### config.mk
export PLATFORM = sky130hd
export DESIGN_NAME = mmio_host_bridge
export DESIGN_NICKNAME = d
export VERILOG_FILES = /design/src/rtl/mmio_pkg.sv /design/src/rtl/sync_fifo.sv /design/src/rtl/mmio_host_bridge.sv
export SDC_FILE = /design/constraint.sdc
export NUM_CORES = 1
export LEC_CHECK = 0
export ABC_AREA = 1
export ABC_CLOCK_PERIOD_IN_PS = 2600
export CAP_MARGIN = 25
export CORE_MARGIN = 2
export CORE_UTILIZATION = 45
export DETAILED_ROUTE_END_ITERATION = 10
export PLACE_DENSITY = 0.78
export SLEW_MARGIN = 20
export SYNTH_ARGS = -nofsm -noshare
export SYNTH_HDL_FRONTEND = slang
export SYNTH_SLANG_ARGS = --single-unit
### constraint.sdc
create_clock -name clk -period 2.6 [get_ports clk]
set_input_delay 0.26 -clock clk [delete_from_list [all_inputs] [get_ports clk]]
set_output_delay 0.26 -clock clk [all_outputs]
set_load 0.005 [all_outputs]
### src/rtl/mmio_pkg.sv
// Shared encodings for the host mailbox bridge:
// mem_op codes, the core address map and the host FSM states.
package mmio_pkg;

  localparam logic [1:0] MEM_IDLE  = 2'b00;
  localparam logic [1:0] MEM_READ  = 2'b01;
  localparam logic [1:0] MEM_WRITE = 2'b11;

  localparam logic [1:0] ADDR_RD_DATA = 2'd0;
  localparam logic [1:0] ADDR_RD_VLD  = 2'd1;
  localparam logic [1:0] ADDR_WR_DATA = 2'd2;
  localparam logic [1:0] ADDR_WR_STS  = 2'd3;

  typedef enum logic [1:0] {
    ST_IDLE,
    ST_XFER_RD,
    ST_XFER_WR,
    ST_GAP
  } host_state_t;

endpackage

### src/rtl/sync_fifo.sv
// Single-clock FIFO with exact occupancy count.
// Head is combinational from the read pointer.
module sync_fifo #(
  parameter int DATA_W     = 32,
  parameter int FIFO_DEPTH = 4,
  parameter int AW         = $clog2(FIFO_DEPTH),
  parameter int CW         = AW + 1
) (
  input  logic              clk,
  input  logic              rst,
  input  logic              push,
  input  logic [DATA_W-1:0] din,
  input  logic              pop,
  output logic              full,
  output logic              empty,
  output logic [CW-1:0]     count,
  output logic [DATA_W-1:0] head
);

  logic [DATA_W-1:0] mem [FIFO_DEPTH];
  logic [AW-1:0]     wr_ptr;
  logic [AW-1:0]     rd_ptr;
  logic              do_push;
  logic              do_pop;

  assign full    = (count == CW'(FIFO_DEPTH));
  assign empty   = (count == '0);
  assign do_push = push && !full;
  assign do_pop  = pop && !empty;
  assign head    = mem[rd_ptr];

  always_ff @(posedge clk) begin
    if (do_push)
      mem[wr_ptr] <= din;
  end

  always_ff @(posedge clk or posedge rst) begin
    if (rst) begin
      wr_ptr <= '0;
      rd_ptr <= '0;
      count  <= '0;
    end else begin
      if (do_push)
        wr_ptr <= wr_ptr + 1'b1;
      if (do_pop)
        rd_ptr <= rd_ptr + 1'b1;
      unique case ({do_push, do_pop})
        2'b10:   count <= count + 1'b1;
        2'b01:   count <= count - 1'b1;
        default: count <= count;
      endcase
    end
  end

endmodule

### src/rtl/mmio_host_bridge.sv
// Host transfer engine behind the core mailbox map:
// RX FIFO filled by host reads, TX FIFO drained by host writes.
module mmio_host_bridge
  import mmio_pkg::*;
#(
  parameter int DATA_W     = 32,
  parameter int FIFO_DEPTH = 4
) (
  input  logic                          clk,
  input  logic                          rst,
  input  logic                          core_re,
  input  logic                          core_we,
  input  logic [1:0]                    core_addr,
  input  logic [DATA_W-1:0]             core_wdata,
  output logic [DATA_W-1:0]             core_rdata,
  input  logic                          host_ready,
  input  logic                          host_tx_done,
  input  logic [DATA_W-1:0]             host_rd_data,
  output logic [DATA_W-1:0]             host_wr_data,
  output logic [1:0]                    mem_op,
  output logic [$clog2(FIFO_DEPTH):0]   rx_count,
  output logic [$clog2(FIFO_DEPTH):0]   tx_count
);

  host_state_t state;
  logic [1:0]  last_op;
  logic        overflow;

  logic              rx_push, rx_pop, rx_full, rx_empty;
  logic              tx_push, tx_pop, tx_full, tx_empty;
  logic [DATA_W-1:0] rx_head, tx_head;
  logic              rd_ok, wr_ok;
  logic              wr_data_hit;

  assign wr_data_hit = core_we && (core_addr == ADDR_WR_DATA);
  assign rx_push = (state == ST_XFER_RD) && host_tx_done;
  assign rx_pop  = core_re && (core_addr == ADDR_RD_DATA) && !rx_empty;
  assign tx_push = wr_data_hit && !tx_full;
  assign tx_pop  = (state == ST_XFER_WR) && host_tx_done;
  assign rd_ok   = !rx_full;
  assign wr_ok   = !tx_empty;

  sync_fifo #(.DATA_W(DATA_W), .FIFO_DEPTH(FIFO_DEPTH)) u_rx (
    .clk   (clk),
    .rst   (rst),
    .push  (rx_push),
    .din   (host_rd_data),
    .pop   (rx_pop),
    .full  (rx_full),
    .empty (rx_empty),
    .count (rx_count),
    .head  (rx_head)
  );

  sync_fifo #(.DATA_W(DATA_W), .FIFO_DEPTH(FIFO_DEPTH)) u_tx (
    .clk   (clk),
    .rst   (rst),
    .push  (tx_push),
    .din   (core_wdata),
    .pop   (tx_pop),
    .full  (tx_full),
    .empty (tx_empty),
    .count (tx_count),
    .head  (tx_head)
  );

  always_ff @(posedge clk or posedge rst) begin
    if (rst) begin
      core_rdata <= '0;
      overflow   <= 1'b0;
    end else begin
      if (core_re) begin
        unique case (core_addr)
          ADDR_RD_DATA: core_rdata <= rx_empty ? '0 : rx_head;
          ADDR_RD_VLD:  core_rdata <= DATA_W'(!rx_empty);
          ADDR_WR_DATA: core_rdata <= '0;
          ADDR_WR_STS:  core_rdata <= DATA_W'({overflow, tx_full});
        endcase
      end
      // full is judged before any same-cycle host pop
      if (wr_data_hit && tx_full)
        overflow <= 1'b1;
      else if (core_we && (core_addr == ADDR_WR_STS))
        overflow <= 1'b0;
    end
  end

  always_ff @(posedge clk or posedge rst) begin
    if (rst) begin
      state        <= ST_IDLE;
      mem_op       <= MEM_IDLE;
      host_wr_data <= '0;
      last_op      <= MEM_WRITE;
    end else begin
      unique case (state)
        ST_IDLE: begin
          if (host_ready) begin
            if (rd_ok && (!wr_ok || last_op == MEM_WRITE)) begin
              state  <= ST_XFER_RD;
              mem_op <= MEM_READ;
            end else if (wr_ok) begin
              state        <= ST_XFER_WR;
              mem_op       <= MEM_WRITE;
              host_wr_data <= tx_head;
            end
          end
        end
        ST_XFER_RD: begin
          if (host_tx_done) begin
            state   <= ST_GAP;
            mem_op  <= MEM_IDLE;
            last_op <= MEM_READ;
          end
        end
        ST_XFER_WR: begin
          if (host_tx_done) begin
            state   <= ST_GAP;
            mem_op  <= MEM_IDLE;
            last_op <= MEM_WRITE;
          end
        end
        ST_GAP: begin
          state  <= ST_IDLE;
          mem_op <= MEM_IDLE;
        end
      endcase
    end
  end

endmodule

# After elaboration in Yosys (flattened, before gate mapping)
# Memory sizes are Yosys's and may differ from the RTL's. A register that Yosys moved wholly into a read port is not among the register bits.
# Cells that the tools add are included.
# Widths: inputs -> output; s select.
# classes
eq_ne	18
n_reduce_logical	30
mux	22
bitwise	2
addsub	8
# ops
operator	count
$pmux 32 s4	1
$mux 32	1
$mux 2	9
$eq 2x2->1 const B	7
$logic_and 1x1->1	13
$pmux 2 s3	2
$pmux 3 s2	2
$add 2x1->2 const B	4
$eq 2x1->1 const B	4
$reduce_bool 2->1	4
$add 3x1->3 const B	2
$eq 3x3->1 const B	2
$logic_not 3->1	2
$mux 1	6
$ne 2x2->1 const B	3
$reduce_and 3->1	2
$sub 3x1->3 const B	2
$logic_not 1->1	4
$logic_not 2->1	2
$pmux 2 s2	1
$reduce_and 4->1	1
$ne 3x3->1 const B	1
$ne 2x1->1 const B	1
$not 1->1	2
other kinds (2)	2
# word_totals
in_bits	72
n_memories	2
output_inout_bits	72
regBits	53
mem_bits_rw	256
# memory_table
memory	words	word_bits	rd	rd_clocked_by_memory_dff	write_ports	line_no	text
u_rx.mem	4	32	1	0	1	sync_fifo.sv:20	logic [DATA_W-1:0] mem [FIFO_DEPTH];
u_tx.mem	4	32	1	1	1	sync_fifo.sv:20	

# Logic depth before layout (Yosys ltp)
# depth
depth_word	6
mapped_depth	10

# By module
# From an unflattened synthesis, not the netlist that was laid out.
# hier_totals
cells_unflattened	1212
hier_area_um2	14116.0
# modules_own_cells
mod	cells_each	area_per_inst_um2	n_inst	seq_area_each_um2
sync_fifo	436	5587.9	2	4018.9
mmio_host_bridge	340	2940.3	1	1752.9

# Worst setup path after synthesis
# OpenSTA, ideal clock, no wires.
# synth_timing
kind	register to register
startpoint	reg state[1]
endpoint	mem u_rx.mem[0][0] (enable)
synth_period_minus_slack_ns	2.654
setup_time_ns	0.421
t_required_ns	2.179
path_slack_ns	-0.054
arrival_time_ns	2.232
path_stages_with_launch	7
n_path_buf	0
cell_sequence	dfrtp_1 -> inv_1 -> ha_1 -> nand2_1 -> inv_1 -> nand2_1 -> nor2_1
# synth_between
elab_chain_cells	5
# synth_lines
item	line_no	text
start, declared	mmio_host_bridge.sv:25	host_state_t state;
start signal, assigned	mmio_host_bridge.sv:90	state <= ST_IDLE;
start signal, assigned	mmio_host_bridge.sv:99	state <= ST_XFER_RD;
start signal, assigned	mmio_host_bridge.sv:102	state <= ST_XFER_WR;
$eq 2x1->1	mmio_host_bridge.sv:36	assign rx_push = (state == ST_XFER_RD) && host_tx_done;
$logic_and 1x1->1	mmio_host_bridge.sv:36	
$logic_and 1x1->1	sync_fifo.sv:28	assign do_push = push && !full;
$mux 1	sync_fifo.sv:33	if (do_push)
$mux 1 (not written as such)	sync_fifo.sv:34	mem[wr_ptr] <= din;
end, declared	sync_fifo.sv:20	
# Every way passes these cells.

# Final worst setup path
# layout_timing
startpoint	reg u_rx.count[0]
endpoint	reg u_rx.count[2]
# layout_between
elab_chain_cells	6
# layout_lines
item	line_no	text
start, declared	sync_fifo.sv:16	output logic [CW-1:0] count,
start signal, assigned	sync_fifo.sv:48	2'b10: count <= count + 1'b1;
start signal, assigned	sync_fifo.sv:49	2'b01: count <= count - 1'b1;
start signal, assigned	sync_fifo.sv:50	default: count <= count;
$logic_not 3->1 *	sync_fifo.sv:27	assign empty = (count == '0);
$logic_not 1->1 *	sync_fifo.sv:29, mmio_host_bridge.sv:37	
$logic_and 1x1->1	mmio_host_bridge.sv:37	assign rx_pop = core_re && (core_addr == ADDR_RD_DATA) && !rx_empty;
$logic_and 1x1->1 *	sync_fifo.sv:29	assign do_pop = pop && !empty;
named net u_rx.do_pop	sync_fifo.sv:24	logic do_pop;
$eq 2x1->1 / $eq 2x2->1 (equally long branches)	sync_fifo.sv:47	unique case ({do_push, do_pop})
$pmux 3 s2 / $reduce_bool 2->1 (equally long branches)	--	
# Mark *: on every way through the listed nets, which the timed path passes. The rest lies on a longest branch.
# A chain may end at the register's enable or synchronous reset.

==> summary.md <==
| Metric | Value |
|---|---|
| Status | complete, no violations |
| Cell area after layout | 16,600 um^2 |
| Global-route wire length before repair | 44,000 um |
| Clk slew on worst S/H paths | 0.06 ns |
| WL per Instance | 16.6 um |
| Leak | 6.49 nW |
| Critical Path Source Type | flop |
| Final Max Slew Viols | 0 |
| Core area | 29,500 um^2 |
| Root buffer cell | clkbuf_16 |
| Max clock buf depth | 3 |
| Initial antenna violation count | 0 |
| Leading area contributor after synthesis | edfxtp_1 |
| Peak VDD IR | 552 uV |
| Post CTS Setup Buffer Count | 0 |
| Clk_skew | 0.0159 ns |
| Ys Warns | 0 |
| Max_cap viols | 0 |
| Placed Area | 15,400 um^2 |
| Worst Max-Slew Pin Slew | 0.862 ns |
| Max_slew headroom | 0.426 |
| Drt drc | 0 |
| Grt total ovfl | 0 |
| Tot GR Track Use | 0.180 |
| Max Clk Rate | 478 MHz |
| Area share of the largest cell type after synthesis | 0.573 |
| Starting density of the core | 0.455 |
| Clock period minus worst slack | 2.09 ns |
| Critical path type | reg2reg |
| Final setup TNS | 0 ns |
| Avg Cell Area, Syn | 12.0 um^2 |
| Hold WS | 0.384 ns |
| Die area | 31,200 um^2 |
| Synth top area cells | edfxtp_1 (57%), dfrtp_1 (15%), nand2_1 (12%), nand3_1 (4.8%), o21ai_2 (2.1%) |
| Fin crit share | 0.805 |
| RePlAce Congestion | 0.774 |
| Diode count | 0 |
| FP Rows | 63 |
| Uppermost layer routed | met4 |
| Final hold violation count | 0 |
| CTS tree | yes |
| Synth Cell Area | 13,400 um^2 |
| Clock Latency Late Sink | 0.51 ns |
| Antenna Nets Post-Route | 0 |
| Met1 WL | 11,300 um |
| Hold crit path type | in2reg |
| Nets | 1,353 |
| Area Growth Syn to Fin | 23.6% |
| Setup violations, final | 0 |
| Req. time, crit path | 2.98 ns |
| RSZ-0062 raised after global routing | false |
| Vias in the first global route | 8,463 |
| Clock Sinks | 340 |
| Clock buffer count from CTS | 35 |
| Post-synthesis net count | 1,202 |
| Synth Register Bits | 340 |
| Share of cells above drive strength 1 | 0.100 |
| Commonest non-fill, non-tap cell in the layout | nand2_1 |
| Worst EP arrival | 2.47 ns |
| Critical Path Fanout Max | 4 |
| Gate count after technology mapping | 1,114 |
| Width of the die | 177 um |
| Final core occ | 0.562 |
| WL met3 | 1460 um |
| Vert. Die Dim | 177 um |
| Resize count post-CTS | 0 |
| Seq/Total Area, Yosys | 0.730 |
| Drt pass-1 iters | 5 |
| DR vias | 8,471 |
| CP Capture Type | flop |
| Final WL | 27,800 um |
| Cts hold-fix bufs | 1 |
| Final Power | 0.0171 W |
| Pin count of the biggest net entering global routing | 66 |
| Power Dens Cells | 1030 nW/um^2 |
| Synth unique cells | 27 |
| Io pins | 144 |
| Initial DRC Count | 719 |
| Buffers added on ports | 143 |
| # H-tree levels | 2 |
| DR WL met2 | 14,400 um |
| Post-DP HPWL | 16,600 um |
| Vias per inst | 5.05 |
| Most frequent cells in the layout | nand2_1 (411), edfxtp_1 (256), clkdlybuf4s50_1 (143) |
-- final cells by class --
type | count | area (um^2)
flip-flops and latches | 340 | 9790
repair buffers | 168 | 1760
clock inverters | 12 | 158
fillers | 2339 | 12900
multi-input cells | 676 | 3230
inverters | 44 | 168
clock buffers | 49 | 978
well taps | 390 | 488
-- per-stage QoR --
step / instances / setup WS (ns)
2_1_floorplan: 1114 / -0.0536
6_report: 1679 / 0.506
3_3_place_gp: 1617 / 0.301
3_5_place_dp: 1617 / 0.244
5_1_grt: 1679 / 0.324
4_1_cts: 1679 / 0.492
-- path summary, 6_finish.rpt --
| check | start | endpoint | slack, ns | cells past startpoint |
|---|---|---|---|---|
| max | u_rx.count[0]$_DFFE_PP0P_ | u_rx.count[2]$_DFFE_PP0P_ | 0.51 | 9 |
| min | host_rd_data[15] | u_rx.mem[0][15]$_DFFE_PP_ | 0.38 | 1 |
| max reg2reg | u_rx.count[0]$_DFFE_PP0P_ | u_rx.count[2]$_DFFE_PP0P_ | 0.51 | 9 |
| min reg2reg | host_wr_data[0]$_DFFE_PP0P_ | host_wr_data[0]$_DFFE_PP0P_ | 0.48 | 2 |
| max in group asynchronous | rst | u_rx.rd_ptr[0]$_DFFE_PP0P_ | 1.38 | 4 |
| min in group asynchronous | rst | core_rdata[2]$_DFFE_PP0P_ | 0.57 | 3 |
-- cell usage after synthesis --
library cell and n:
dfstp_2 1, edfxtp_1 256, nand3_2 1, mux2_2 1
nand2_4 1, nand2_2 2, nand2_1 411, inv_2 2
a21oi_1 5, dfrtp_1 83, clkbuf_1 16, or2_2 1
buf_6 6, o31ai_4 1, xnor2_1 2, nand3_1 129
buf_2 32, inv_1 42, fa_1 2, nor2_4 1
nor3_1 2, o21ai_0 40, xor2_1 6, ha_1 14
nor2_1 24, nand3b_1 1, o21ai_2 32
-- metal layers --
metal	up-vias	global-route usage
met4	0	0.0558
met3	52	0.0339
met5	-	0
li1	4081	-
met2	206	0.317
met1	4132	0.225
-- cells by family after synthesis --
logic type,synth area share
flip-flops,0.730
AND/OR/NAND/NOR,0.175
adder cells (fa/ha/maj),0.0160
AO/OA/AOI/OAI,0.0393
buffers and inverters,0.0338
multiplexers,0.000839
XOR/XNOR,0.00522
-- sequential cells by signal, summed over array words and instances, names as in the netlist --
register / cells
state: 2
u_tx.count: 3
overflow: 1
core_rdata: 32
u_tx.rd_ptr: 2
u_rx.mem: 128
u_tx.wr_ptr: 2
u_rx.wr_ptr: 2
u_tx.mem: 128
u_rx.count: 3
host_wr_data: 32
u_rx.rd_ptr: 2
mem_op: 2
last_op: 1
-- worst max-delay path, cell delays in order, from the launching register on --
cell     delay (ns)
dfrtp_1        0.43
nor2_1         0.17
nand2_1        0.13
nand2_1        0.14
inv_1          0.08
ha_1           0.24
fa_1           0.38
a21oi_1        0.14
o21ai_0        0.11
xor2_1         0.15
-- report_power, final --
part	switching [W]	internal (W)	leakage, nW	total [W]
clock	0.00198	0.00293	0.555	0.00491
combinational	0.00310	0.00206	2.56	0.00516
sequential	0.000435	0.00662	3.37	0.00706
Power figures use the tool's default switching activity.
